--- src/rtl/sn_popcount_seq.sv ---
// Purpose: time-multiplexed popcount; one 4-input sorting-network counter cell shared across the 4-bit groups of a word.
// Latency: accept at cycle T -> out_valid first high at T+G+1; one word per G+2 cycles with out_ready held high.
// Backpressure: in_ready only in IDLE; result held stable in DONE until out_ready; clear aborts RUN/DONE.
module sn_popcount_seq #(
  parameter  int N_BITS = 16,
  localparam int G      = N_BITS / 4,
  localparam int CW     = $clog2(N_BITS + 1)
) (
  input  logic              clk,
  input  logic              rst,
  input  logic              in_valid,
  output logic              in_ready,
  input  logic [N_BITS-1:0] in_data,
  input  logic              in_mode,
  input  logic              clear,
  output logic              out_valid,
  input  logic              out_ready,
  output logic [CW-1:0]     out_count,
  output logic              out_mode,
  output logic              busy
);

  // Group index width; a single-group word still needs a 1-bit index.
  localparam int IW = (G > 1) ? $clog2(G) : 1;

  typedef enum logic [1:0] {
    S_IDLE,
    S_RUN,
    S_DONE
  } state_t;

  state_t              state_q, state_d;
  logic [N_BITS-1:0]   word_q, word_d;
  logic                mode_q, mode_d;
  logic [IW-1:0]       idx_q, idx_d;
  logic [CW-1:0]       acc_q, acc_d;
  logic [CW-1:0]       cnt_q, cnt_d;
  logic                omode_q, omode_d;

  logic [N_BITS-1:0]   word_shifted;
  logic [3:0]          grp;
  logic                s0, s1, s2, s3, t1, t2;
  logic                a_hi, h1, h2, d_lo;
  logic [2:0]          exact_val;
  logic [1:0]          approx_val;
  logic [CW-1:0]       cell_val;
  logic [CW-1:0]       acc_sum;

  // Select the current group; bit 4i of the word feeds cell input i1.
  assign word_shifted = word_q >> {idx_q, 2'b00};
  assign grp          = word_shifted[3:0];

  // Shared counter cell: 5-comparator sorting network on single bits (max = OR, min = AND),
  // giving A >= h1 >= h2 >= D, then the exact sum or the saturating 4:2 compressor value.
  always_comb begin
    s0         = grp[0] | grp[1];
    s1         = grp[0] & grp[1];
    s2         = grp[2] | grp[3];
    s3         = grp[2] & grp[3];
    a_hi       = s0 | s2;
    t1         = s0 & s2;
    t2         = s1 | s3;
    d_lo       = s1 & s3;
    h1         = t1 | t2;
    h2         = t1 & t2;
    exact_val  = {2'b00, a_hi} + {2'b00, h1} + {2'b00, h2} + {2'b00, d_lo};
    approx_val = {h1 & a_hi, (h1 ^ a_hi) | h2};
    cell_val   = mode_q ? CW'(approx_val) : CW'(exact_val);
    acc_sum    = acc_q + cell_val;
  end

  // State and datapath registers; rst overrides everything.
  always_ff @(posedge clk) begin
    if (rst) begin
      state_q <= S_IDLE;
      word_q  <= '0;
      mode_q  <= 1'b0;
      idx_q   <= '0;
      acc_q   <= '0;
      cnt_q   <= '0;
      omode_q <= 1'b0;
    end else begin
      state_q <= state_d;
      word_q  <= word_d;
      mode_q  <= mode_d;
      idx_q   <= idx_d;
      acc_q   <= acc_d;
      cnt_q   <= cnt_d;
      omode_q <= omode_d;
    end
  end

  // Next-state and handshake outputs; result registers only load on the final group so
  // out_count/out_mode keep their last value outside DONE.
  always_comb begin
    state_d   = state_q;
    word_d    = word_q;
    mode_d    = mode_q;
    idx_d     = idx_q;
    acc_d     = acc_q;
    cnt_d     = cnt_q;
    omode_d   = omode_q;
    in_ready  = 1'b0;
    out_valid = 1'b0;
    busy      = 1'b1;
    case (state_q)
      S_IDLE: begin
        in_ready = 1'b1;
        busy     = 1'b0;
        if (in_valid) begin
          word_d  = in_data;
          mode_d  = in_mode;
          acc_d   = '0;
          idx_d   = '0;
          state_d = S_RUN;
        end
      end
      S_RUN: begin
        if (clear) begin
          acc_d   = '0;
          idx_d   = '0;
          state_d = S_IDLE;
        end else begin
          acc_d = acc_sum;
          idx_d = idx_q + IW'(1);
          if (idx_q == IW'(G - 1)) begin
            cnt_d   = acc_sum;
            omode_d = mode_q;
            idx_d   = '0;
            state_d = S_DONE;
          end
        end
      end
      S_DONE: begin
        out_valid = 1'b1;
        if (clear) begin
          acc_d   = '0;
          idx_d   = '0;
          state_d = S_IDLE;
        end else if (out_ready) begin
          state_d = S_IDLE;
        end
      end
      default: begin
        state_d = S_IDLE;
      end
    endcase
  end

  assign out_count = cnt_q;
  assign out_mode  = omode_q;

endmodule
--- config.mk ---
export PLATFORM = sky130hd
export DESIGN_NAME = sn_popcount_seq
export DESIGN_NICKNAME = d
export VERILOG_FILES = /design/src/rtl/sn_popcount_seq.sv
export SDC_FILE = /design/constraint.sdc
export NUM_CORES = 1
export LEC_CHECK = 0
export ABC_AREA = 0
export CORE_ASPECT_RATIO = 0.7
export CORE_MARGIN = 2
export CORE_UTILIZATION = 54
export DETAILED_ROUTE_END_ITERATION = 16
export PLACE_DENSITY = 0.95
export SETUP_SLACK_MARGIN = 0.3
export SYNTH_ARGS = -nofsm -noshare
export SYNTH_HDL_FRONTEND = slang
export SYNTH_SLANG_ARGS = --single-unit
--- constraint.sdc ---
create_clock -name clk -period 8.3 [get_ports clk]
set_input_delay 0.83 -clock clk [delete_from_list [all_inputs] [get_ports clk]]
set_output_delay 0.83 -clock clk [all_outputs]
set_load 0.005 [all_outputs]
==> summary.md <==
| Metric | Value |
|---|---|
| Sequential fraction of the synthesis area | `41.6%` |
| Residual DRC | `0` |
| CP max stage delay | `0.56 ns` |
| First-pass GRT wire length | `5.95 mm` |
| Status | `finished, final reports clean` |
| Power Density | `171 nW/µm²` |
| Die Width | `67.9 µm` |
| Rows | `16` |
| CP Launch Point | `idx_q[0]` |
| Max-capacitance violation count | `0` |
| Via count | `1358` |
| Hold buffer count at CTS | `0` |
| Critical Path RT | `8.44 ns` |
| Clock Skew | `0.00509 ns` |
| CTS tree | `done` |
| CTS max path bufs | `2` |
| # setup viols final | `0` |
| RSZ-0062 raised after global routing | `no` |
| Hold Crit Class | `reg -> reg` |
| Worst Tran Pin Value | `1.14 ns` |
| Peak VDD IR | `112 µV` |
| Final ANT Viol Nets | `0` |
| DP HPWL | `2.33 mm` |
| Setup TNS | `0 ns` |
| Class of the most critical setup path | `reg -> reg` |
| Clock sink count | `32` |
| Number of synthesized flops with an enable pin | `0` |
| FFs w/ async S/R, synth | `0%` |
| Die height | `48.7 µm` |
| Final Hold Fails | `0` |
| Register-to-Register Path Depth | `18` |
| Worst-path clk slew | `0.07 ns` |
| Vias in the first global route | `1361` |
| Largest net degree at the start of global routing | `33` |
| Min Hold Slack | `0.454 ns` |
| DR pass1 iterations | `4` |
| Worst-path fanout max | `6` |
| Ys Warns | `0` |
| Crit path max-delay cell type | `mux4_2` |
| Max-slew headroom | `23.5%` |
| CTS resizes | `0` |
| I/O Buffers | `30` |
| Avg Cell Area, Syn | `8.42 µm²` |
| Flop2flop setup slack | `4.35 ns` |
| Final-report max-slew violation count | `0` |
| CTS Buf Count | `5` |
| Synth top area share | `41.6%` |
| Pleak | `0.750 nW` |
| Placement Setup Slack | `4.39 ns` |
| Tot GR Track Use | `24.3%` |
| Delay-heaviest family, CP | `adder cells` |
| Final period utilization | `47.6%` |
| Via-to-Cell Ratio | `5.45` |
| Die ar. | `3300 µm²` |
| GRT overflow | `0` |
| H-tree depth | `2` |
| Mapped Nets | `214` |
| First DRT Iteration DRCs | `112` |
| Root buffer cell | `clkbuf_8` |
| Synth unique cells | `30` |
| Clk_lat worst skew | `0.29 ns` |
| Post-Route Utilization | `70.2%` |
| Synth Flop Type | `dfxtp_1` |
| Routed len/inst | `13.8 µm` |
| Commonest cells post-synth | `46 x nand2_1, 32 x dfxtp_1, 28 x a21oi_1, 18 x nor2_1, 7 x inv_1` |
| Final min period | `3.95 ns` |
| Share of cells above drive strength 1 | `7.51%` |
| Hold endpoint | `out_count[2]` |
| Antenna diodes | `0` |
| Fmax | `0.253 GHz` |
| Min-delay src | `out_count[2]` |
| Final worst setup slack | `4.35 ns` |
| Hold Path Cell Cnt | `2` |
| Starting Density | `55.8%` |
| Reg2reg end | `acc_q[4]` |
| Initial antenna violation count | `0` |
| Synth area leaders | `dfxtp_1 42%, nand2_1 11%, a21oi_1 9.1%, ha_1 4.9%, nor2_1 4.4%` |
| Gate Count Post-Synth | `183` |
| Data arrival time of the worst path | `4.09 ns` |
| Routed WL | `3.43 mm` |
| Critical path capture point type | `flip-flop` |
| CP bufs+invs | `2` |
| RR Startpoint | `idx_q[0]` |
| Synthesized cell area | `1540 µm²` |
| Final nets | `243` |
| Register bit total from synthesis | `32` |
| Area delta synth->final | `25.7%` |
| Core area | `2760 µm²` |
| Worst-path cell chain | `mux4_2, and2_2, nor2_2, nor2_2, o22ai_1, fa_1, inv_1, ha_1, nor2_1, a21oi_1, ha_1, inv_1, fa_1, nor2b_1, o21ai_0, xnor2_1, a22oi_1, nor2_1` |
| Largest area contributor in the netlist | `dfxtp_1` |
| Post-CTS Setup Inserts | `0` |
| CP Launch Type | `flip-flop` |
| Io pins | `31` |
| Placer Congestion | `0.823` |
| Most common cell in the netlist | `nand2_1` |
==> worst reg2reg max path, delay by kind of cell, from the launching register on <==
| family | cells | cell delay, ns |
|---|---|---|
| fa+ha+maj | 4 | 1.21 |
| simple gates | 6 | 0.64 |
| compound gates | 4 | 0.58 |
| mux | 1 | 0.56 |
| flops | 1 | 0.50 |
| xor+xnor | 1 | 0.17 |
| buf+inv | 2 | 0.14 |
==> logic make-up after synthesis <==
kind of cell             Yosys count  share of synthesized area (%)
AO/OA/AOI/OAI                     38                           13.8
XOR/XNOR                           3                           1.70
adder cells (fa/ha/maj)            9                           8.77
buffers and inverters             16                           4.71
flip-flops                        32                           41.6
multiplexers                       5                           6.98
AND/OR/NAND/NOR                   80                           22.5
==> worst max path at each step <==
stage          slack (ns)  cells past startpoint            to
2_1_floorplan        4.80                     19      acc_q[4]
3_3_place_gp         4.61                     18      acc_q[4]
3_5_place_dp         4.39                     18      acc_q[4]
4_1_cts              4.33                     18      acc_q[4]
5_1_grt              4.03                     17  out_count[4]
6_report             4.35                     18      acc_q[4]
==> power by group <==
part           switching [mW]  internal, mW
Combinational          0.0227        0.0221
Sequential            0.00404         0.159
Clock                  0.0577        0.0660
Total                  0.0844         0.248
==> state kept, by name, summed over array words and instances, names as in the netlist <==
register   cells
out_count      5
mode_q         1
acc_q          5
out_mode       1
idx_q          2
state_q        2
word_q        16
==> through the flow <==
stage / power, mW / cell area [µm²] / cells
2_1_floorplan: 0.193 / 1540 / 183
3_3_place_gp: 0.208 / 1850 / 241
4_1_cts: 0.333 / 1940 / 249
5_1_grt: 0.345 / 1940 / 249
6_report: 0.332 / 1940 / 249
3_5_place_dp: 0.211 / 1850 / 241
==> cell usage in the layout (no fill, tap or decap), types with 2 or more instances in the layout <==
master,Yosys,layout
nor2_2,2,2
clkinv_2,1,3
mux4_1,2,2
fa_1,3,3
dfxtp_1,32,32
xnor2_1,3,3
inv_1,7,7
nand2_1,46,46
and2_1,2,2
nor3_1,3,3
ha_1,6,6
a22oi_1,5,5
nor2b_1,4,4
a21oi_1,28,28
nor2_1,18,18
mux4_2,2,2
clkdlybuf4s50_1,0,30
clkbuf_8,0,6
==> final cells by class <==
cell class | count | area, µm²
inverters | 8 | 31.3
flip-flops and latches | 32 | 641
well taps | 36 | 45.0
clock inverters | 2 | 10.0
repair buffers | 30 | 300
multi-input cells | 135 | 828
clock buffers | 6 | 82.6
fillers | 200 | 825
==> metal layers <==
metal / vias up / track usage [%] / wire (µm)
li1: 666 / - / -
met1: 643 / 30.4 / 1520
met2: 44 / 39.5 / 1660
met3: 5 / 7.67 / 196
met4: 0 / 8.00 / 46
met5: - / 0 / 0
(Power assumes the default switching activity.)
==> variant: new RTL, same settings <==
The parameter `N_BITS` goes from 16 to 32.
--- a/src/rtl/sn_popcount_seq.sv
+++ b/src/rtl/sn_popcount_seq.sv
@@ -2,7 +2,7 @@
 // Latency: accept at cycle T -> out_valid first high at T+G+1; one word per G+2 cycles with out_ready held high.
 // Backpressure: in_ready only in IDLE; result held stable in DONE until out_ready; clear aborts RUN/DONE.
 module sn_popcount_seq #(
-  parameter  int N_BITS = 16,
+  parameter  int N_BITS = 32,
   localparam int G      = N_BITS / 4,
   localparam int CW     = $clog2(N_BITS + 1)
 ) (
Ports: changed (resized in_data and out_count); port bits go from 31 to 48. No check against the original RTL was run, so the function may have changed too.
==> variant against the unedited design <==
Clock power increased by 39%. Die area rose by 51%. Design area rose by 53%. Count of clock-buffer cells in the layout down 1. Sequential cell count up 19. Non-clock buffer count rose by 18. Area after synthesis increased by 55%. Maximum frequency shrank 4.9%. Routed wire length increased by 58%. Sequential share of layout area grew 1.5 points. Power rose by 52%. Core utilization is 1.5 points lower. Worst setup slack worse by 200 ps. Global-route usage decreased by 1.4 points. Critical endpoint is now out_count[4].
==> variant: results (changes against the unedited design) <==
Routing
  – M1 WL: 2.57 mm (was 1.52 mm)
  – WL per Instance: 13.7 um (was 13.8 um)
  – Vias per cell: 5.54 (was 5.45)
  – Drt initial violations: 224 (was 112)
  – Met3 Wirelength: 374 um (was 196 um)
  – Routed wl met2: 2.39 mm (was 1.66 mm)

Critical path
  – CP Launch Point: idx_q[2] (was idx_q[0])
  – CP endpoint: out_count[4] (was acc_q[4])
  – Reg2Reg Depth: 17 (was 18)
  – Critical path peak fanout: 22 (was 6)
  – CP Data Arrival Time: 4390 ps (was 4090 ps)

Final layout
  – Final #Nets: 386 (was 243)
  – Fraction of layout cells with a size suffix above 1: 4.72% (was 7.51%)

Global routing
  – Gr usage total: 22.9% (was 24.3%)
  – Grt met2 use: 35.7% (was 39.5%)
  – Met3 Use GR: 5.15% (was 7.67%)
  – Met1 GRT Util: 31.8% (was 30.4%)
  – First-pass GRT wire length: 8.94 mm (was 5.95 mm)
  – Vias in the first global route: 1937 (was 1361)

Logic synthesis
  – Post-Synth XOR/XNOR Area: 1.47% (was 1.70%)
  – Most frequent cells after synthesis: 83 x nand2_1, 51 x dfxtp_1, 49 x a21oi_1, 30 x nor2_1, 10 x clkbuf_1 (was 46 x nand2_1, 32 x dfxtp_1, 28 x a21oi_1, 18 x nor2_1, 7 x inv_1)
  – Register area share after synthesis: 42.7% (was 41.6%)
  – Mux contribution to synthesized area: 5.66% (was 6.98%)
  – Area contributors post-synth: dfxtp_1 43%, nand2_1 13%, a21oi_1 10% (was dfxtp_1 42%, nand2_1 11%, a21oi_1 9.1%)
  – Mapped Nets: 349 (was 214)
  – Post-Synth Adder-Cell Area: 6.18% (was 8.77%)
  – Post-synthesis compound-gate area fraction: 15.5% (was 13.8%)

Timing
  – Worst-Margin Slew: 1130 ps (was 1140 ps)

Floorplan
  – DIE WIDTH: 83.5 um (was 67.9 um)

Pwr
  – Leakage: 1.11 nW (was 0.750 nW)
  – Peak VDD IR: 126 uV (was 112 uV)

CTS
  – Clock latency at the later pin of the worst-skew pair: 310 ps (was 290 ps)
  – Clk slew on worst S/H paths: 90 ps (was 70 ps)

Status
  – Run status: finished, final reports clean (unchanged)

Placed design
  – Placer congestion estimate: 0.897 (was 0.823)
  – Placed wire-length estimate: 3.90 mm (was 2.33 mm)
  – Port bufs: 47 (was 30)
  – Placed instance area: 2840 sq um (was 1850 sq um)
-- variant: critical path, cell delays in order, from the launching register on --
cell and delay [ps]:
dfxtp_1 780, mux4_2 350, nor2_1 50, a21oi_1 280
o22ai_1 170, fa_1 520, inv_1 40, ha_1 180
ha_1 270, nor2_1 40, a21oi_1 190, inv_1 90
fa_1 430, nor2b_1 150, o21ai_0 110, xnor2_1 210
nor2_1 70, nor3_1 140
-- variant: worst min path at each step --
stage / end / from / depth (start not counted) / slack (ps)
3_5_place_dp: out_count[0] / out_count[0] / 2 / 450
3_3_place_gp: out_count[0] / out_count[0] / 2 / 440
5_1_grt: out_count[2] / out_count[2] / 2 / 490
2_1_floorplan: word_q[18] / word_q[18] / 2 / 430
4_1_cts: out_count[0] / out_count[0] / 2 / 470
6_report: out_mode / out_mode / 2 / 470
-- variant: per-stage QoR --
step | hold WS, ps | setup WS (ps) | cells
floorplan | 433 | 4810 | 301
global placement | 443 | 4430 | 386
detailed placement | 452 | 4220 | 386
CTS | 465 | 4170 | 394
global route | 492 | 3800 | 394
finish | 465 | 4140 | 394
-- variant: power by group --
group          leakage, nW  switching (mW)  total [mW]  internal (mW)
clock network       0.0581          0.0824       0.172         0.0898
registers            0.417         0.00923       0.264          0.255
logic                0.637          0.0334      0.0671         0.0337
-- variant: cell type report --
type	count	area [sq um]	area share (%)
multi-input combinational	224	1250	42.1
tap	55	68.8	2.33
inverter	8	30.0	1.02
sequential	51	1020	34.5
timing repair buffer	48	478	16.2
clock inverter	3	43.8	1.48
clock buffer	5	68.8	2.33
-- variant: kinds of logic after synthesis --
| family | Yosys count |
|---|---|
| xor+xnor | 4 |
| fa+ha+maj | 10 |
| buf+inv | 26 |
| mux | 6 |
| compound gates | 68 |
| flops | 51 |
| simple gates | 136 |
